--- config.mk ---
export PLATFORM = sky130hd
export DESIGN_NAME = sd_resp_rx
export DESIGN_NICKNAME = d
export VERILOG_FILES = /design/src/rtl/sd_resp_rx.sv
export SDC_FILE = /design/constraint.sdc
export NUM_CORES = 1
export LEC_CHECK = 0
export ABC_AREA = 1
export CAP_MARGIN = 15
export CORE_MARGIN = 2
export CORE_UTILIZATION = 40
export DETAILED_ROUTE_END_ITERATION = 10
export DONT_BUFFER_PORTS = 1
export PLACE_DENSITY = 0.55
export SLEW_MARGIN = 20
export SYNTH_ARGS = -nofsm -noshare
export SYNTH_HDL_FRONTEND = slang
export SYNTH_SLANG_ARGS = --single-unit
export TNS_END_PERCENT = 100
--- constraint.sdc ---
create_clock -name sd_clk -period 2.3 [get_ports sd_clk]
set_input_delay 0.23 -clock sd_clk [delete_from_list [all_inputs] [get_ports sd_clk]]
set_output_delay 0.23 -clock sd_clk [all_outputs]
set_load 0.02 [all_outputs]
--- src/rtl/sd_resp_rx.sv ---
// sd_resp_rx: SD-bus CMD-line response receiver.
// Once armed by a one-cycle start pulse, it hunts for the start bit on the CMD line.
// It then shifts in a short (SHORT_BITS) or long (LONG_BITS) frame MSB-first.
// Completion is reported with a single-cycle resp_valid strobe. The strobe carries
// timeout, framing and (optionally) CRC7 status.
// Optional feature: define SD_RESP_CRC_EN to build the serial CRC7 checker
// (x^7 + x^3 + 1, init 0). Without it crc_err is tied to 0.

module sd_resp_rx #(
    parameter int SHORT_BITS  = 48,
    parameter int LONG_BITS   = 136,
    parameter int TIMEOUT_CYC = 64
) (
    input  logic                 sd_clk,
    input  logic                 rst,
    input  logic                 start,
    input  logic                 long_resp,
    input  logic                 no_crc,
    input  logic                 sd_cmd_in,
    output logic                 busy,
    output logic                 resp_valid,
    output logic [LONG_BITS-1:0] resp_data,
    output logic                 timeout,
    output logic                 end_err,
    output logic                 crc_err
);

    localparam int WAIT_W = $clog2(TIMEOUT_CYC + 1);

    typedef enum logic [1:0] {
        S_IDLE = 2'd0,
        S_WAIT = 2'd1,
        S_RECV = 2'd2
    } state_t;

    state_t               state_q, state_d;
    logic                 long_q, long_d;
    logic [WAIT_W-1:0]    wait_cnt_q, wait_cnt_d;
    logic [7:0]           bit_cnt_q, bit_cnt_d;
    logic [LONG_BITS-1:0] shift_q, shift_d;
    logic                 busy_q, busy_d;
    logic                 resp_valid_q, resp_valid_d;
    logic [LONG_BITS-1:0] resp_data_q, resp_data_d;
    logic                 timeout_q, timeout_d;
    logic                 end_err_q, end_err_d;

    logic                 accept_s;
    logic                 wait_last_s;
    logic [7:0]           last_cnt_s;
    logic                 frame_done_s;
    logic                 tx_bit_s;

`ifdef SD_RESP_CRC_EN
    logic                 no_crc_q, no_crc_d;
    logic [6:0]           crc_q, crc_d;
    logic                 crc_err_q, crc_err_d;
    logic                 crc_window_s;

    // One serial step of the CRC7 generator x^7 + x^3 + 1.
    function automatic logic [6:0] crc7_step(input logic [6:0] crc, input logic din);
        logic fb;
        fb = crc[6] ^ din;
        return {crc[5:0], 1'b0} ^ (fb ? 7'h09 : 7'h00);
    endfunction

    // The CRC spans frame bits (top-of-payload)..8. In RECV, bit_cnt_q = k samples frame bit N-1-k.
    // Long frames skip their 8-bit header. The short start bit is a 0 into a zero CRC, so it is a no-op.
    assign crc_window_s = (bit_cnt_q >= (long_q ? 8'd8 : 8'd1)) &&
                          (bit_cnt_q <= (long_q ? 8'(LONG_BITS - 9) : 8'(SHORT_BITS - 9)));
`else
    logic unused_no_crc_s;
    assign unused_no_crc_s = no_crc;
`endif

    logic unused_shift_msb_s;
    assign unused_shift_msb_s = shift_q[LONG_BITS-1];

    // A start pulse coinciding with the completion strobe is deliberately dropped.
    assign accept_s     = (state_q == S_IDLE) && start && !resp_valid_q;
    assign wait_last_s  = (wait_cnt_q == WAIT_W'(TIMEOUT_CYC - 1));
    assign last_cnt_s   = long_q ? 8'(LONG_BITS - 1) : 8'(SHORT_BITS - 1);
    assign frame_done_s = (state_q == S_RECV) && (bit_cnt_q == last_cnt_s);
    // Transmission bit is frame bit N-2; frame bit j sits at shift_q[j-1] when the end bit arrives.
    assign tx_bit_s     = long_q ? shift_q[LONG_BITS-3] : shift_q[SHORT_BITS-3];

    // State register.
    always_ff @(posedge sd_clk) begin
        if (rst) begin
            state_q <= S_IDLE;
        end else begin
            state_q <= state_d;
        end
    end

    // Next-state logic: arm, hunt for start bit, receive the frame.
    always_comb begin
        state_d = state_q;
        case (state_q)
            S_IDLE: begin
                if (accept_s) state_d = S_WAIT;
                else          state_d = S_IDLE;
            end
            S_WAIT: begin
                if (!sd_cmd_in)       state_d = S_RECV;
                else if (wait_last_s) state_d = S_IDLE;
                else                  state_d = S_WAIT;
            end
            S_RECV: begin
                if (frame_done_s) state_d = S_IDLE;
                else              state_d = S_RECV;
            end
            default: state_d = S_IDLE;
        endcase
    end

    // Datapath and registered-output next values for each state.
    always_comb begin
        long_d       = long_q;
        wait_cnt_d   = wait_cnt_q;
        bit_cnt_d    = bit_cnt_q;
        shift_d      = shift_q;
        busy_d       = busy_q;
        resp_valid_d = 1'b0;
        resp_data_d  = resp_data_q;
        timeout_d    = 1'b0;
        end_err_d    = 1'b0;
`ifdef SD_RESP_CRC_EN
        no_crc_d     = no_crc_q;
        crc_d        = crc_q;
        crc_err_d    = 1'b0;
`endif
        case (state_q)
            S_IDLE: begin
                busy_d = 1'b0;
                if (accept_s) begin
                    long_d     = long_resp;
                    wait_cnt_d = '0;
                    bit_cnt_d  = 8'd0;
                    shift_d    = '0;
`ifdef SD_RESP_CRC_EN
                    no_crc_d   = no_crc;
                    crc_d      = 7'd0;
`endif
                end else begin
                    long_d = long_q;
                end
            end
            S_WAIT: begin
                busy_d = 1'b1;
                if (!sd_cmd_in) begin
                    shift_d   = {shift_q[LONG_BITS-2:0], 1'b0};
                    bit_cnt_d = 8'd1;
                end else if (wait_last_s) begin
                    resp_valid_d = 1'b1;
                    timeout_d    = 1'b1;
                    resp_data_d  = '0;
                    busy_d       = 1'b0;
                end else begin
                    wait_cnt_d = wait_cnt_q + WAIT_W'(1);
                end
            end
            S_RECV: begin
                busy_d    = 1'b1;
                shift_d   = {shift_q[LONG_BITS-2:0], sd_cmd_in};
                bit_cnt_d = bit_cnt_q + 8'd1;
`ifdef SD_RESP_CRC_EN
                if (crc_window_s) crc_d = crc7_step(crc_q, sd_cmd_in);
                else              crc_d = crc_q;
`endif
                if (frame_done_s) begin
                    resp_valid_d = 1'b1;
                    busy_d       = 1'b0;
                    resp_data_d  = shift_d;
                    end_err_d    = !sd_cmd_in || tx_bit_s;
`ifdef SD_RESP_CRC_EN
                    crc_err_d    = (crc_q != shift_q[6:0]) && !no_crc_q;
`endif
                end else begin
                    resp_data_d = resp_data_q;
                end
            end
            default: begin
                busy_d = 1'b0;
            end
        endcase
    end

    // Datapath and output registers.
    always_ff @(posedge sd_clk) begin
        if (rst) begin
            long_q       <= 1'b0;
            wait_cnt_q   <= '0;
            bit_cnt_q    <= 8'd0;
            shift_q      <= '0;
            busy_q       <= 1'b0;
            resp_valid_q <= 1'b0;
            resp_data_q  <= '0;
            timeout_q    <= 1'b0;
            end_err_q    <= 1'b0;
`ifdef SD_RESP_CRC_EN
            no_crc_q     <= 1'b0;
            crc_q        <= 7'd0;
            crc_err_q    <= 1'b0;
`endif
        end else begin
            long_q       <= long_d;
            wait_cnt_q   <= wait_cnt_d;
            bit_cnt_q    <= bit_cnt_d;
            shift_q      <= shift_d;
            busy_q       <= busy_d;
            resp_valid_q <= resp_valid_d;
            resp_data_q  <= resp_data_d;
            timeout_q    <= timeout_d;
            end_err_q    <= end_err_d;
`ifdef SD_RESP_CRC_EN
            no_crc_q     <= no_crc_d;
            crc_q        <= crc_d;
            crc_err_q    <= crc_err_d;
`endif
        end
    end

    assign busy       = busy_q;
    assign resp_valid = resp_valid_q;
    assign resp_data  = resp_data_q;
    assign timeout    = timeout_q;
    assign end_err    = end_err_q;
`ifdef SD_RESP_CRC_EN
    assign crc_err    = crc_err_q;
`else
    assign crc_err    = 1'b0;
`endif

endmodule
-- Word level (Yosys, flattened, before mapping)
Cells that the tools add are included.
- $add $sub $neg: 2
- equality and inequality tests: 10
- muxes and demuxes: 29
- bitwise logic cells: 3
- reduce and logical (&&, ||, !) cells: 16
- operator list (cell ; number):
    two-way mux 136 bit ; 3
    case mux 135 bit (3 select lines) ; 1
    case mux 136 bit (2 select lines) ; 1
    two-way mux 135 bit ; 2
    two-way mux 8 bit ; 3
    case mux 8 bit (3 select lines) ; 1
    two-way mux 7 bit ; 3
    case mux 7 bit (2 select lines) ; 1
    != test 2 bit, second input constant ; 6
    two-way mux 1 bit ; 9
    adder 8 x 1 -> 8 bit, second input constant ; 1
    equality test 8 bit ; 1
    AND reduction 4 bit ; 2
    adder 7 x 1 -> 7 bit, second input constant ; 1
    equality test 7 x 6 -> 1 bit, second input constant ; 1
    case mux 2 bit (3 select lines) ; 1
    two-way mux 2 bit ; 2
    case mux 1 bit (2 select lines) ; 2
    nonzero test 2 bit ; 2
    logical AND 1 bit ; 3
    NOT 1 bit ; 3
    AND reduction 3 bit ; 1
    nonzero test 3 bit ; 1
    OR reduction 3 bit ; 1
    7 further kinds ; 8
- register bits after elaboration: 293
- input bits: 6
- output and inout bits: 141
- word-level logic and storage cells: 70

-- Longest topological paths before layout
Gate-level depths: netlist of the first run.
- depth in word-level cells: 5
- depth in mapped cells: 15
- mapped depth without buffers: 12

-- Worst setup path after synthesis of the first run
OpenSTA, ideal clock, no wires.
- path type: flip-flop to flip-flop
- start: reg state_q[1]
- end: reg bit_cnt_q[5]
- setup time: 133 ps
- arrival: 1606 ps
- required time: 2167 ps
- path slack: 560 ps
- cell stages (with the launch flop): 14
- path buffers: 3
- clock period less this slack: 1740 ps
- path through: dfxtp_1 > inv_1 > ha_1 > buf_6 > inv_4 > nand2_1 > nand2_1 > nand2_2 > buf_6 > buf_6 > inv_1 > nand2_1 > o21ai_0 > a21oi_1
- word-level cells in the longest chain between the ends: 5
- elaborated cells between the ends (all ways): 10
- classes of those cells: 4 x eq/ne; 1 x mux; 5 x reduce/logical
- RTL lines (element ; RTL line ; source):
    start: declaration ; 36 ; state_t state_q, state_d;
    start signal: assignment ; 91 ; state_q <= state_d;
    logical NOT 2 bit ; 79, 132 ;
    logical AND 1 bit (2 in a row) ; 79 ; assign accept_s = (state_q == S_IDLE) && start && !resp_valid_q;
    != test 2 bit (no source line) ; n/a ;
    AND reduction 3 bit (no source line) ; n/a ;
    end signal: assignment ; 208 ; bit_cnt_q <= bit_cnt_d;
    end: declaration ; 39 ; logic [7:0] bit_cnt_q, bit_cnt_d;
Several ways; a longest one is shown, not always the timed one.
A chain may end at the register's enable or synchronous reset.

-- Worst setup path in the final report of the first run
- start: reg state_q[0]
- end: reg long_q
- word-level cells in the longest chain between the ends: 4
- RTL lines (element ; RTL line ; source):
    logical NOT 2 bit * ; 79, 132 ;
    logical AND 1 bit (2 in a row) ; 79 ;
    AND reduction 2 bit (no source line) * ; n/a ;
    end signal: assignment ; 206 ; long_q <= long_d;
    end: declaration ; 37 ; logic long_q, long_d;
Mark *: on every way between the ends. The rest lies on a longest branch, timed or not.

==> impl_results.md, run 1 <==
- Sequential cell area fraction in the yosys report: a little over half
- Tcrit/Tclk final: 94.25%
- Number of CTS-inserted buffers: 30
- Seq cells post-synth: 293
- Min Tclk post-route: approximately 2.2 ns
- Area share of the largest cell type after synthesis: 52.12%
- Clock tree root driver cell: clkbuf_16
- Yosys warning total: 0
- Wire length of the first global-routing pass: ~42000 µm
- Overall die height: roughly 170 µm
- Tightest hold margin: -0.2543 ns
- Syn Std Cell Area: roughly 11000 µm²
- Cell depth of the worst flop-to-flop path: 7
- Number of buffers inserted by port buffering: 0
- Placement Rows: 61
- Area Growth Syn to Fin: 11.51%
- Final critical-path setup slack: ~0.13 ns
- Die Wd: ~170 µm
- Number of hold violations in the final report: about 150
- Largest net degree at the start of global routing: around 150
- CP Data Arrival Time: 2.66 ns
- First element of the critical path: state_q[0]$_SDFF_PP0_
- PnR Total Power: approximately 11 mW
- Worst clock skew: about 0.0073 ns
- Number of global-route vias before repair: about 8500
- Kind of capture point of the worst setup path: flip-flop
- Area enclosed by the die boundary: slightly below 30000 µm²
- Reg2reg end: long_q$_SDFFE_PP0P_
- Max Buffers Root-to-Sink: 3
- Wirelength, routed: about 26000 µm
- Reg-to-reg setup timing slack: about 0.13 ns
- Via-to-Cell Ratio: ~5.3
- # placed instances: approximately 1700
- Final core occ: 45.29%
- Insertion delay to the later sink of the worst-skew pair: about 0.55 ns
- Post-Place Setup Slack: 0.2440 ns
- Status: complete, but fails checks
- Type of the worst setup path: reg -> reg
- Leakage Power: 3.967 nW
- Setup repair after global routing missed its margin: false
- Post-synth top area cell: dfxtp_1
- Half-perimeter wire length after detailed placement: 14900 µm
- Gate count of the mapped netlist: 1403
- Total power divided by cell area: between 800 and 900 nW/µm²
- Post-synthesis async set-or-reset flop share: 0%
- Syn_nets: 1415
- Dominant register cell in the synthesized netlist: dfxtp_1
- Type of element launching the critical path: flip-flop
- Count of unique library cells instantiated by Yosys: 32
- Count of clock tree sinks: between 200 and 300
- TritonCTS clock tree: yes
- Highest achievable clock rate: about 460 MHz
- Crit path max fanout: 3
- Post-CTS setup repair buffer count: 0
- Antenna violations before repair: 0
- Remaining antenna violation count: 0
- Average footprint of a synthesized cell: 8.021 µm²
- Overflow left after global routing: 0
- Share of cells above drive strength 1: ~6.5%
- Initial cell density of the core: roughly two fifths
- Worst-case hold path end point: resp_data[30]$_SDFFE_PP0P_
- Initial DRT Pass Iterations: 6
- Vias post-DR: about 9000
- Maximum Capacitance Violations: 0
- Total Negative Setup Slacks: 0 ns
- Total global routing track utilization: approximately 17%
- Source of the worst register-to-register timing path: state_q[0]$_SDFF_PP0_
- Worst supply voltage drop on vdd: 0.4386 mV
- Wire per inst: around 15 µm
- CTS clk-pin slew, worst paths: 0.06 ns
- Hold Buf Count CTS: 7
- Initial detailed-routing violation count: roughly 610
- Number of endpoints failing setup at the final stage: 0
- Worst min-delay path class: in -> reg
- Final nets: 1344
- Clock H-tree levels: 1
- Total core area: ~28000 µm²
- Violations in the final reports: negative hold slack
- Post-route design area: roughly 13000 µm²
- Beginning of the worst hold path: rst
- Final max-slew violation count: 0
- Largest cells by area after synthesis: dfxtp_1 52%, nand3_1 18%, a21oi_1 6.8%, nand2_1 5.9%, o21ai_0 5.8%
- Number of top-level design ports: roughly 150
- EDFF count, synth: 0
- Instance count along the most critical hold path: 1
- Placed Area: between 10000 and 15000 µm²
- Worst EP required: 2.79 ns
- Post-route insts no fill: roughly 1700
- Antenna fix cells: 0
- Total DRC errors in the routed layout: 0
- GPL Wtd Cong: between 0.7 and 0.8
kinds of logic (layout without fill, tap and decap cells):
group / Yosys count / in the layout / share of synthesized area [%]
other cells: 1 / 1 / 0.03332
compound gates: 300 / 300 / 13.56
simple gates: 632 / 632 / 26.15
buf+inv: 171 / 123 / 7.460
fa+ha+maj: 6 / 6 / 0.6671
flops: 293 / 293 / 52.12
power breakdown:
group | total (mW) | internal, mW | leakage (nW) | switching, mW
registers | 5.10 | 5.09 | 2.36 | 0.0114
logic | 0.824 | 0.191 | 1.09 | 0.633
clock network | 5.11 | 3.13 | 0.521 | 1.98
total | 11.0 | 8.41 | 3.97 | 2.63
worst max-delay path, stage by stage (launching register included):
cell and delay (ns):
dfxtp_1 0.35, inv_1 0.07, ha_1 0.24, nand3_2 0.11
o21ai_0 0.07, dlygate4sd3_1 0.59, a21oi_1 0.12, dlygate4sd3_1 0.56
state kept, by name, summed over array words and instances, names as in the netlist:
register    count
bit_cnt_q       8
busy            1
end_err         1
long_q          1
resp_data     136
resp_valid      1
shift_q       135
state_q         2
timeout         1
wait_cnt_q      7
layer usage:
layer  global-route usage (%)  share of wire (%)  vias to the layer above  routed length [µm]
met5                        0                  0                        -                   0
met4                    4.457                2.0                        0                 508
met3                    4.027                6.0                       40                1568
met2                    27.85                 44                      176               11500
met1                    22.82                 48                     4196               12410
li1                         -                  -                     4703                   -
worst max-delay path by stage:
| stage | slack, ns | endpoint |
|---|---|---|
| floorplan | 0.56 | bit_cnt_q[5]$_SDFFE_PP0P_ |
| global placement | 0.29 | shift_q[54]$_SDFFE_PP0P_ |
| detailed placement | 0.24 | shift_q[77]$_SDFFE_PP0P_ |
| CTS | 0.14 | long_q$_SDFFE_PP0P_ |
| global route | 0.01 | bit_cnt_q[5]$_SDFFE_PP0P_ |
| finish | 0.13 | long_q$_SDFFE_PP0P_ |
layout by cell type, fill, tap and decap left out, drive strengths merged:
master	netlist	routed
dfxtp	293	293
nand4	4	4
a31oi	1	1
nor2	25	25
a22oi	1	1
conb	1	1
buf	83	27
bufinv	0	4
nor3b	3	3
dlygate4sd3	0	7
o22ai	1	1
o21ai	137	137
ha	6	6
nand2	180	180
clkinv	0	6
clkbuf	54	45
a211oi	5	5
o2111ai	1	1
nand3	413	413
nor3	5	5
inv	34	34
nand3b	1	1
and3	1	1
a21oi	154	154
cell type report:
class / count / area [µm²]
sequential: 293 / 5866
timing repair buffer: 34 / 422.9
inverter: 34 / 137.6
fill: 2793 / 15160
clock inverter: 10 / 153.9
tap: 378 / 473.0
multi-input combinational: 939 / 4597
clock buffer: 45 / 898.4
synth_stat cells (2+ instances only):
cell / count
buf_1: 14
o21ai_1: 6
a211oi_1: 5
clkbuf_1: 54
nand2_2: 2
nor2_1: 21
nand4_1: 4
nand2_1: 178
buf_2: 48
dfxtp_1: 293
nor2_2: 3
a21oi_1: 154
nor3_1: 5
o21ai_0: 130
ha_1: 6
inv_1: 32
buf_6: 13
buf_4: 7
nand3_1: 413
nor3b_1: 3
timing repair:
| item | in CTS | in global routing |
|---|---|---|
| endpoints found under the setup margin | 0 | 1 |
| gates resized for setup | 0 | 1 |
| endpoints found under the hold margin | 153 | 148 |
Note: power is estimated with default switching activity, not from simulation.
==> run 2, diff against run 1 <==
CTS_CLUSTER_SIZE = 40   (was default)
SKIP_LAST_GASP = 1   (was default)
==> impl_results.md, run 2 (synthesis results as in run 1) <==
- Status: complete, but fails checks
- Number of top-level design ports: 147 (unchanged)
- Total Negative Setup Slacks: 0 ns (unchanged)
- Antenna fix cells: 0 (unchanged)
- Family with the most delay on the worst path: buffers and inverters
- GPL Wtd Cong: 0.7442 (unchanged)
- Area enclosed by the die boundary: 29490 µm² (unchanged)
- Placed Area: 11420 µm² (unchanged)
- Insertion delay to the later sink of the worst-skew pair: 0.56 ns (about the same)
- Min Tclk post-route: 2.178 ns (+0.01048 ns)
- Wire length of the first global-routing pass: 42620 µm (+0.39%)
- Initial cell density of the core: 40.62% (unchanged)
- Post-Route M1 WL: 12400 µm (about the same)
- Max Buffers Root-to-Sink: 3 (unchanged)
- Largest net degree at the start of global routing: 153 (unchanged)
- CTS clk-pin slew, worst paths: 0.06 ns (about the same)
- Tightest hold margin: -0.2591 ns (-0.004850 ns)
- Total DRC errors in the routed layout: 0 (unchanged)
- Wirelength, routed: 26100 µm (+0.45%)
- Kind of capture point of the worst setup path: flip-flop
- Clock tree root driver cell: clkbuf_16
- Type of the worst setup path: reg -> reg
- TritonCTS clock tree: yes
- Number of global-route vias before repair: 8543 (+0.59%)
- Largest register FFs: 136 (unchanged)
- Post-route design area: 12490 µm² (-0.44%)
- Top library cells by usage in the layout, fill and taps aside: 411 x nand3_1, 293 x dfxtp_1, 177 x nand2_1
- Routed wl met2: 11540 µm (+0.40%)
- Crit path max fanout: 3 (unchanged)
- Worst path buffer plus inverter count: 3 (unchanged)
- Via-to-Cell Ratio: 5.285 (+0.47%)
- CP Data Arrival Time: 2.68 ns (+0.02 ns)
- Die Wd: 171.7 µm (unchanged)
- Leading cell type in the layout, fill and taps excluded: nand3_1
- Total global routing track utilization: 17.22% (+0.11 points)
- PnR Total Power: 10.82 mW (-2.0%)
- Remaining antenna violation count: 0 (unchanged)
- Met3 wire length: 1598 µm (+1.9%)
- Cell depth of the worst flop-to-flop path: 7 (unchanged)
- Worst supply voltage drop on vdd: 0.4548 mV (+3.7%)
- Number of endpoints failing setup at the final stage: 0 (unchanged)
- Final nets: 1345 (+0.074%)
- # placed instances: 1671 (unchanged)
- Cell seen most often among critical-path stages: dlygate4sd3_1
- Stage delay of the slowest cell on the critical path: 0.59 ns (about the same)
- Maximum Capacitance Violations: 0 (unchanged)
- Number of buffers inserted by port buffering: 0 (unchanged)
- Initial detailed-routing violation count: 558 (-8.8%)
- Number of CTS-inserted buffers: 31 (+3.3%)
- Setup repair after global routing missed its margin: false
- Hold Buf Count CTS: 7 (unchanged)
- Vias post-DR: 9153 (+0.42%)
- Cells along the critical path: inv_1 -> ha_1 -> nand3_2 -> o21ai_0 -> dlygate4sd3_1 -> a21oi_1 -> dlygate4sd3_1
- CP max stage cell: dlygate4sd3_1
- Violations in the final reports: negative hold slack
- Worst min-delay path class: in -> reg
- Post-route insts no fill: 1732 (-0.058%)
- Wire per inst: 15.07 µm (+0.51%)
- Final max-slew violation count: 0 (unchanged)
- Worst clock skew: 0.01275 ns (+0.005445 ns)
- Post-CTS setup repair buffer count: 0 (unchanged)
- Worst EP required: 2.80 ns (about the same)
- Total power divided by cell area: 865.7 nW/µm² (-1.6%)
- Number of gates on the worst path with buffers counted: 7 (unchanged)
- Leakage Power: 3.932 nW (-0.90%)
- Tcrit/Tclk final: 94.70% (+0.46 points)
- Number of hold violations in the final report: 148 (unchanged)
- Clock H-tree levels: 1 (unchanged)
- Antenna violations before repair: 0 (unchanged)
- Overall die height: 171.7 µm (unchanged)
- Initial DRT Pass Iterations: 5 (-1)
- Overflow left after global routing: 0 (unchanged)
- Share of cells above drive strength 1: 6.499% (about the same)
- Area Growth Syn to Fin: 11.02%
- Placement Rows: 61 (unchanged)
- Highest achievable clock rate: 459.1 MHz (-0.48%)
- Highest routed metal layer: met4
- Type of element launching the critical path: flip-flop
- Total core area: 27710 µm² (unchanged)
- Count of clock tree sinks: 293 (unchanged)
- Number of filler cells placed in the layout: 2783 (-0.36%)
- Half-perimeter wire length after detailed placement: 14900 µm (unchanged)
- Instance count along the most critical hold path: 1 (unchanged)
==> run 2: cell types whose count changed in the layout (fill, tap and decap cells not counted) <==
cell | previous run | this run
clkbuf_1 | 7 | 6
clkinv_4 | 1 | 0
inv_6 | 0 | 1
bufinv_16 | 4 | 2
clkinvlp_4 | 0 | 3
clkbuf_8 | 7 | 6
==> run 2: path summary, 6_finish.rpt <==
path / startpoint / to / slack (ns)
worst min-delay path: rst / resp_data[30]$_SDFFE_PP0P_ / -0.26
worst min register to register: shift_q[1]$_SDFFE_PP0P_ / shift_q[1]$_SDFFE_PP0P_ / 0.46
worst max-delay path: state_q[0]$_SDFF_PP0_ / long_q$_SDFFE_PP0P_ / 0.12
worst max register to register: state_q[0]$_SDFF_PP0_ / long_q$_SDFFE_PP0P_ / 0.12
==> run 2: cell type report <==
type | count | area, µm² | share of cell area [%]
sequential | 293 | 5866 | 46.95
multi-input combinational | 939 | 4597 | 36.80
clock buffer | 43 | 880.8 | 7.051
tap | 378 | 473.0 | 3.786
timing repair buffer | 34 | 422.9 | 3.385
inverter | 34 | 137.6 | 1.102
clock inverter | 11 | 116.4 | 0.9314
==> run 2: timing repair <==
item,in CTS,in global routing
hold endpoints to repair,153,148
setup endpoints to repair,0,1
resized for setup,0,1
==> run 2: stage by stage <==
| step | worst slack (ns) | utilization, % |
|---|---|---|
| finish | 0.1218 | 45.09 |
| global route | 0.01134 | 45.09 |
| CTS | 0.1321 | 45.08 |
| detailed placement | 0.2440 | 41.22 |
| global placement | 0.2948 | 41.22 |
| floorplan | 0.5605 | - |
==> run 2: power by group <==
part / internal (mW) / switching (mW)
registers: 5.09 / 0.0114
clock network: 2.88 / 2.01
logic: 0.191 / 0.635
==> run 2: layer usage <==
layer | vias up | global-route usage [%]
met1 | 4220 | 22.77
met3 | 39 | 3.820
met2 | 196 | 28.27
met4 | 0 | 4.859
met5 | - | 0
li1 | 4698 | -
==> run 3, diff against run 2 <==
==> constraint.sdc (replaced) <==
create_clock -name sd_clk -period 2.3 [get_ports sd_clk]
set_input_delay 0.23 -clock sd_clk [delete_from_list [all_inputs] [get_ports sd_clk]]
set_output_delay 0.23 -clock sd_clk [all_outputs]
set_load 0.05 [all_outputs]
==> impl_results.md, run 3 (synthesis results as in run 1) <==
- Worst Max-Slew Pin Slew: 0.5956 ns
- Count of clock tree sinks: 293 (unchanged)
- Post-Place Setup Slack: 0.1900 ns (-0.05402 ns)
- Combinational share of power: 7.8% (+0.2 points)
- Leading cell type in the layout, fill and taps excluded: nand3_1
- Number of global-route vias before repair: 8389 (-1.8%)
- Insertion delay to the later sink of the worst-skew pair: 0.54 ns (-0.02 ns)
- Net switching power: 2.599 mW (-2.1%)
- Stage delay of the slowest cell on the critical path: 0.60 ns (about the same)
- Cells along the critical path: inv_1 -> ha_1 -> nand3_1 -> o21ai_1 -> dlygate4sd3_1 -> a21oi_1 -> dlygate4sd3_1
- Overflow left after global routing: 0 (unchanged)
- Worst EP required: 2.78 ns (-0.02 ns)
- Placement Rows: 61 (unchanged)
- Final max-slew violation count: 0 (unchanged)
- Sequential group share of total power: 46.9% (-0.3 points)
- Remaining antenna violation count: 0 (unchanged)
- Source of the worst register-to-register timing path: state_q[0]$_SDFF_PP0_
- Clock tree root driver cell: clkbuf_16
- Total DRC errors in the routed layout: 0 (unchanged)
- Kind of capture point of the worst setup path: flip-flop
- Post-route insts no fill: 1731 (-0.058%)
- Total core area: 27710 µm² (unchanged)
- Multi-input logic area: 4592 µm² (-0.11%)
- Number of CTS-inserted buffers: 31 (unchanged)
- Area taken by flip-flops and latches: 5866 µm² (unchanged)
- GPL Wtd Cong: 0.7605 (+2.2%)
- Wire per inst: 15.04 µm (-0.19%)
- Reg-to-reg setup timing slack: 0.09 ns (-0.03 ns)
- First element of the critical path: state_q[0]$_SDFF_PP0_
- Top library cells by usage in the layout, fill and taps aside: 412 x nand3_1, 293 x dfxtp_1, 177 x nand2_1
- Largest net degree at the start of global routing: 153 (unchanged)
- Critical path capture point: long_q$_SDFFE_PP0P_
- Global routing met1 resource utilization: 23.42% (+0.65 points)
- Final nets: 1347 (+0.15%)
- Antenna fix cells: 0 (unchanged)
- Post-route design area: 12510 µm² (+0.13%)
- Initial cell density of the core: 40.62% (unchanged)
- Vias post-DR: 9143 (-0.11%)
- Initial DRT Pass Iterations: 5 (unchanged)
- CP max stage cell: dlygate4sd3_1
- Number of top-level design ports: 147 (unchanged)
- Cell depth of the worst flop-to-flop path: 7 (unchanged)
- Hold Buf Count CTS: 7 (unchanged)
- Wire length of the first global-routing pass: 42190 µm (-1.0%)
- Area enclosed by the die boundary: 29490 µm² (unchanged)
- Reg2reg end: long_q$_SDFFE_PP0P_
- Tcrit/Tclk final: 96.09% (+1.4 points)
- Max Buffers Root-to-Sink: 3 (unchanged)
- Layer with the highest usage after global routing: met2
- Relative slew slack: 60.24%
- Total global routing track utilization: 17.06% (-0.16 points)
- Total power divided by cell area: 870.5 nW/µm² (+0.56%)
- Number of filler cells placed in the layout: 2799 (+0.57%)
- TritonCTS clock tree: yes
- Status: complete, but fails checks
- CTS clk-pin slew, worst paths: 0.06 ns (about the same)
- Placed Area: 11420 µm² (about the same)
- Clock power frac: 45.3% (about the same)
- Final critical-path setup slack: 0.09001 ns (-0.03184 ns)
- Switching share of power: 23.87% (-0.68 points)
- Number of endpoints failing setup at the final stage: 0 (unchanged)
- Crit path max fanout: 3 (unchanged)
- # placed instances: 1672 (+0.060%)
- Type of the worst setup path: reg -> reg
- Antenna violations before repair: 0 (unchanged)
- Tightest hold margin: -0.2474 ns (+0.01175 ns)
- Post-CTS setup repair buffer count: 0 (unchanged)
- Area Growth Syn to Fin: 11.16%
- Number of hold violations in the final report: 148 (unchanged)
- CP Data Arrival Time: 2.69 ns (about the same)
- Initial detailed-routing violation count: 595 (+6.6%)
- Clock H-tree levels: 1 (unchanged)
- Maximum Capacitance Violations: 0 (unchanged)
- Half-perimeter wire length after detailed placement: 14780 µm (-0.82%)
- Setup repair after global routing missed its margin: true
- Die Wd: 171.7 µm (unchanged)
- Min Tclk post-route: 2.210 ns (+0.03184 ns)
- Worst clock skew: 0.008475 ns (-0.004278 ns)
- Number of buffers inserted by port buffering: 0 (unchanged)
- Worst min-delay path class: in -> reg
- Worst supply voltage drop on vdd: 0.5256 mV (+16%)
- Share of cells above drive strength 1: 6.135% (-0.36 points)
- Via-to-Cell Ratio: 5.282 (about the same)
- Cell seen most often among critical-path stages: dlygate4sd3_1
- Violations in the final reports: negative hold slack
- Met3 usage in global routing: 4.211% (+0.39 points)
- Largest register FFs: 136 (unchanged)
- Wirelength, routed: 26040 µm (-0.25%)
- Overall die height: 171.7 µm (unchanged)
- Met2 capacity usage during global routing: 26.98% (-1.3 points)
- Type of element launching the critical path: flip-flop
- Leakage Power: 3.947 nW (+0.39%)
- Highest achievable clock rate: 452.5 MHz (-1.4%)
- Internal power of the cells: 8.291 mW (+1.6%)
[run 3: cell types whose count changed in the layout (fill, tap and decap cells not counted), sizes merged]
cell | previous run | this run
clkinvlp | 3 | 0
bufinv | 2 | 4
buf | 27 | 28
clkbuf | 43 | 44
clkinv | 5 | 4
inv | 35 | 34
[run 3: cell type report]
type	count	share of cell area, %
Multi-Input combinational cell	939	36.71
Clock inverter	8	1.120
Tap cell	378	3.781
Inverter	34	1.100
Timing Repair Buffer	36	3.601
Sequential cell	293	46.89
Clock buffer	43	6.801
[run 3: repair_timing]
action / CTS / global route
resized for setup: 0 / 2
endpoints found under the setup margin: 0 / 34
hold endpoints to repair: 153 / 148
[run 3: worst min-delay path by stage]
stage | from | end | cells past startpoint
finish | rst | resp_data[26]$_SDFFE_PP0P_ | 1
CTS | rst | resp_data[30]$_SDFFE_PP0P_ | 1
floorplan | sd_cmd_in | end_err$_SDFF_PP0_ | 1
detailed placement | rst | resp_data[27]$_SDFFE_PP0P_ | 1
global route | rst | resp_data[41]$_SDFFE_PP0P_ | 1
global placement | rst | resp_data[30]$_SDFFE_PP0P_ | 1
[run 3: critical path: cells and delay by family, from the launching register on]
| kind | cells | cell delay, ns |
|---|---|---|
| flops | 1 | 0.36 |
| simple gates | 1 | 0.15 |
| fa+ha+maj | 1 | 0.23 |
| buf+inv | 3 | 1.22 |
| compound gates | 2 | 0.19 |
[run 3: power groups by stage]
stage | Combinational [mW] | Clock (mW) | Sequential (mW)
6_report | 0.854 | 4.93 | 5.11
5_1_grt | 0.947 | 5.29 | 5.11
4_1_cts | 0.831 | 5.09 | 5.11
3_5_place_dp | 0.816 | 0 | 5.22
3_3_place_gp | 0.817 | 0 | 5.22
2_1_floorplan | 0.701 | 0 | 5.22
[run 3: stage by stage]
| step | power (mW) | setup TNS [ns] | util (%) |
|---|---|---|---|
| 2_1_floorplan | 5.916 | 0 | - |
| 3_3_place_gp | 6.035 | 0 | 41.20 |
| 3_5_place_dp | 6.034 | 0 | 41.20 |
| 4_1_cts | 11.03 | 0 | 45.03 |
| 5_1_grt | 11.34 | -0.01245 | 45.15 |
| 6_report | 10.89 | 0 | 45.15 |
[run 3: per-layer routing]
metal	wire, µm	part of all wire (%)
met2	11470	44
met3	1599	6.1
met1	12520	48
met5	0	0
met4	443	1.7
==> RTL edit 1: new RTL, settings of run 1 <==
The parameter `SHORT_BITS` goes from 48 to 36.
--- a/src/rtl/sd_resp_rx.sv
+++ b/src/rtl/sd_resp_rx.sv
@@ -7,7 +7,7 @@
 // (x^7 + x^3 + 1, init 0). Without it crc_err is tied to 0.
 
 module sd_resp_rx #(
-    parameter int SHORT_BITS  = 48,
+    parameter int SHORT_BITS  = 36,
     parameter int LONG_BITS   = 136,
     parameter int TIMEOUT_CYC = 64
 ) (
Check against the original RTL: no difference found for any inputs over 4 cycles, from zero or initial values and one cycle with rst high; that may be too few to reach the edited logic, so the function may still have changed.
==> RTL edit 1 against run 1 <==
Highest routed layer unchanged; sequential cell count stayed put; area after synthesis is 1.5% lower; power is 9.7% higher; sequential share of layout area is 0.29 points lower; the run still ends with negative hold slack left; routed wire length is 0.34% higher; cell area is 0.63% higher; final cell count is 0.17% lower; combinational power is 17% higher; via count is 3.5% lower; setup slack better by 3.1 ps.
==> RTL edit 1: results (changes against run 1) <==
Outcome
  – Outcome: finished, violations left (unchanged)
  – Failing checks: negative hold slack (unchanged)

Yosys
  – Syn Area/Cell: 8.03 sq um (was 8.02 sq um)
  – Synth Area in Compound Gates: 16.3% (was 13.6%)
  – Post-synth cell types: 34 (was 32)
  – Register area share after synthesis: 52.9% (was 52.1%)
  – Top cells by count, synth: 293 x dfxtp_1, 278 x nand2_1, 236 x a21oi_1, 206 x nand3_1, 97 x nor2_1 (was 413 x nand3_1, 293 x dfxtp_1, 178 x nand2_1, 154 x a21oi_1, 130 x o21ai_0)

Worst setup path
  – Crit path largest cell delay: 570 ps (was 590 ps)
  – R2R Path End: shift_q[7] (was long_q)
  – FF-to-FF path depth: 8 (was 7)

GRT
  – First-pass GRT wire length: 42.0 mm (was 42.5 mm)
  – Antenna violations before repair: 1 (was 0)
  – Total Routing Usage GR: 17.3% (was 17.1%)

Final layout
  – ANT cells: 1 (was 0)
  – # fillers: 2692 (was 2793)
  – Fraction of area in multi-input gates: 35.5% (was 36.6%)
  – Net count, final: 1345 (was 1344)
  – Clock-cell share: 9.52% (was 8.39%)
  – Non-clk buf share: 3.88% (was 3.37%)
  – Share of cells above drive strength 1: 7.00% (was 6.49%)
  – Logic inverters: 28 (was 34)
  – Final design utilization: 46.6% (was 45.3%)

Routing
  – Vias post-DR: 8798 (was 9115)
  – Wire per inst: 15.1 microns (was 15.0 microns)
  – Wirelength, routed: 26.1 mm (was 26.0 mm)

Clocking
  – Cts bufs inserted: 34 (was 30)
  – Clock Latency Late Sink: 500 ps (was 550 ps)
  – CTS Hold Bufs: 8 (was 7)
  – H-tree depth: 2 (was 1)

Timing
  – Final Hold Viols: 69 (was 148)
  – Min Hold Slack: -195 ps (was -254 ps)

Power and ir drop
  – Leakage: 4.15 nW (was 3.97 nW)

Placement
  – Placed cell count: 1653 (was 1671)
  – Final HPWL DP: 14.3 mm (was 14.9 mm)
  – GP Congestion: 0.726 (was 0.744)
  – Pre-CTS setup slack: 292 ps (was 244 ps)
  – Placed Area: 11300 sq um (was 11400 sq um)
## RTL edit 1: changes by cell type in the layout (fill, tap and decap cells not counted), moves of 48 or more
cell,before,now
nand3_1,411,204
nand2_1,177,277
o21ai_0,130,33
a21oi_1,154,236
nor2_1,21,97
a211oi_1,5,53
## RTL edit 1: power breakdown
part | switching (mW) | internal (mW) | leakage (nW) | total [mW]
Sequential | 0.130 | 5.25 | 2.37 | 5.38
Combinational | 0.655 | 0.311 | 1.19 | 0.967
Clock | 2.05 | 3.71 | 0.587 | 5.76
Total | 2.84 | 9.27 | 4.15 | 12.1
## RTL edit 1: cells by family after synthesis
family          after synthesis
fa+ha+maj                     6
simple gates                600
flops                       293
buf+inv                     150
compound gates              330
other cells                   1
## RTL edit 1: routing by layer
metal / vias to the layer above / wire length, microns / global-route usage, %
met4: 0 / 355 / 4.27
met2: 158 / 11500 / 27.3
met1: 4016 / 12800 / 23.8
met3: 36 / 1400 / 3.98
met5: - / 0 / 0
li1: 4588 / - / -
==> RTL edit 2: new RTL, flow settings as in run 1 <==
Made on the original files. Take the reset off `shift_q` and load it in a clocked block of its own.
--- a/src/rtl/sd_resp_rx.sv
+++ b/src/rtl/sd_resp_rx.sv
@@ -191,7 +191,6 @@
             long_q       <= 1'b0;
             wait_cnt_q   <= '0;
             bit_cnt_q    <= 8'd0;
-            shift_q      <= '0;
             busy_q       <= 1'b0;
             resp_valid_q <= 1'b0;
             resp_data_q  <= '0;
@@ -206,7 +205,6 @@
             long_q       <= long_d;
             wait_cnt_q   <= wait_cnt_d;
             bit_cnt_q    <= bit_cnt_d;
-            shift_q      <= shift_d;
             busy_q       <= busy_d;
             resp_valid_q <= resp_valid_d;
             resp_data_q  <= resp_data_d;
@@ -220,6 +218,10 @@
         end
     end
 
+    always_ff @(posedge sd_clk) begin
+        shift_q <= shift_d;
+    end
+
     assign busy       = busy_q;
     assign resp_valid = resp_valid_q;
     assign resp_data  = resp_data_q;
Check against the original RTL: no difference found for any inputs over 4 cycles, from zero or initial values and one cycle with rst high; that may be too few to reach the edited logic, so the function may still have changed.
==> RTL edit 2 against run 1 <==
Synthesized cell count is 26% higher; global-route usage fell by 0.29 points; sequential cell count is the same; cell area increased by 16%; routed wire length increased by 8.5%; highest routed layer unchanged; area after synthesis increased by 16%; fmax grew 2.7%; count of clock-buffer cells in the layout is 14 higher; critical endpoint is now resp_data[106]; utilization down 0.093 points; setup slack gained 57 ps.
Power is not compared: it rests on default switching activity, and its combinational part moved more than twofold at a synthesized area within 25%.
==> RTL edit 2: results (changes against run 1) <==
Yosys
  – Register area share after synthesis: 55.4% (was 52.1%)
  – Most common cell in the netlist: nand2_1 (was nand3_1)
  – Top cells by count, synth: 573 x nand2_1, 393 x nor2_1, 300 x inv_1, 158 x dfxtp_1, 135 x edfxtp_1 (was 413 x nand3_1, 293 x dfxtp_1, 178 x nand2_1, 154 x a21oi_1, 130 x o21ai_0)
  – Synth top area cells: edfxtp_1 31%, dfxtp_1 24%, nand2_1 17% (was dfxtp_1 52%, nand3_1 18%, a21oi_1 6.8%)
  – EDFF count, synth: 135 (was 0)
  – Syn_nets: 1775 (was 1415)
  – Post-synth cell types: 28 (was 32)
  – FFs w/ async S/R, synth: 0% (unchanged)

GRT
  – Met3 usage: 4.64% (was 4.03%)
  – Largest net degree at the start of global routing: 163 (was 153)
  – Met1 GRT Util: 21.5% (was 22.8%)
  – Total Routing Usage GR: 16.8% (was 17.1%)
  – First-pass GRT wire length: 46.7 mm (was 42.5 mm)
  – Vias in the first global route: 9202 (was 8493)
  – Met2 Use GR: 28.1% (was 27.9%)

Clocking
  – H-tree depth: 2 (was 1)
  – Clock Latency Late Sink: 500 ps (was 550 ps)
  – Root buf cell: clkbuf_16 (unchanged)
  – Cts bufs inserted: 35 (was 30)

Power and ir drop
  – Leakage: 7.19 nW
  – Max VDD drop: about 0.53 mV

Placement
  – GP Congestion: 0.762 (was 0.744)
  – Pre-CTS setup slack: 183 ps (was 244 ps)
  – Final HPWL DP: 15.6 mm (was 14.9 mm)
  – Placed Area: 13400 sq um (was 11400 sq um)

Final layout
  – ANT cells: 0 (unchanged)
  – # fillers: 3270 (was 2793)
  – Net count, final: 1736 (was 1344)
  – Share of cells above drive strength 1: 4.74% (was 6.49%)

Routing
  – Wire per inst: 12.9 microns (was 15.0 microns)
  – First-pass DRT Iterations: 5 (was 6)
  – DR iter-0 viols: 508 (was 612)
  – Vias post-DR: 9802 (was 9115)

Worst setup path
  – Crit path arrival time: 2490 ps (was 2660 ps)
  – FF-to-FF path depth: 9 (was 7)
  – CP max FO: 162 (was 3)

Timing
  – Max Clock Skew: 10.7 ps (was 7.31 ps)
  – Actual slew at the worst max-slew pin: approximately 950 ps

Outcome
  – Outcome: finished, final reports clean (was finished, violations left)

Min path
  – Worst Hold Depth: 3 (was 1)
RTL edit 2: path summary, 6_finish.rpt:
kind | start | end | slack (ps)
worst max-delay path | bit_cnt_q[0] | resp_data[106] | 190
worst min register to register | bit_cnt_q[2] | bit_cnt_q[2] | 480
worst max register to register | bit_cnt_q[0] | resp_data[106] | 190
worst min-delay path | rst | resp_data[79] | 60
RTL edit 2: cells by family after synthesis:
group	count (synthesis)	synth area share (%)
and+or+nand+nor	1024	30.5
buffers and inverters	401	11.9
other	1	0.0288
AOI/OAI and AO/OA	38	1.59
adders and majority gates	6	0.576
DFF	293	55.4
RTL edit 2: metal layers:
layer	part of all wire [%]	routed length (microns)
met1	47	13200
met2	45	12600
met3	6.6	1860
met4	1.8	504
met5	0	0
RTL edit 2: metrics by stage:
| stage | setup TNS (ps) | utilization, % | cells |
|---|---|---|---|
| 2_1_floorplan | -168750 | - | 1763 |
| 3_3_place_gp | 0 | 41.6 | 2123 |
| 3_5_place_dp | 0 | 41.6 | 2123 |
| 4_1_cts | 0 | 45.2 | 2192 |
| 5_1_grt | 0 | 45.2 | 2192 |
| 6_report | 0 | 45.2 | 2192 |
RTL edit 2: critical path, cell delays in order, from the launching register on:
cell and delay (ps):
dfxtp_1 370, ha_1 190, nand2_1 110, nor2_1 130, nand3_1 180, nand2_2 140
nand3_4 110, buf_16 240, nor2_1 260, nor2_1 70
RTL edit 2: area by class of cell:
cell class | instances | area share (%)
clock buffers | 59 | 7.47
clock inverters | 4 | 0.129
inverters | 302 | 7.81
multi-input cells | 1069 | 29.5
flip-flops and latches | 293 | 49.5
well taps | 442 | 3.79
repair buffers | 23 | 1.85
RTL edit 2: report_power, final:
group          switching, mW  total [mW]  internal, mW  leakage (nW)
logic                   1.26        1.79         0.533          3.97
clock network           2.07        5.29          3.22         0.542
registers              0.732        6.90          6.16          2.67
total                   4.06        14.0          9.91          7.19
RTL edit 2: timing repair:
action / in CTS / in global routing
hold buffers: 6 / 0
setup endpoints to repair: 0 / 2
gates resized for setup: 0 / 1
endpoints found under the hold margin: 10 / 0
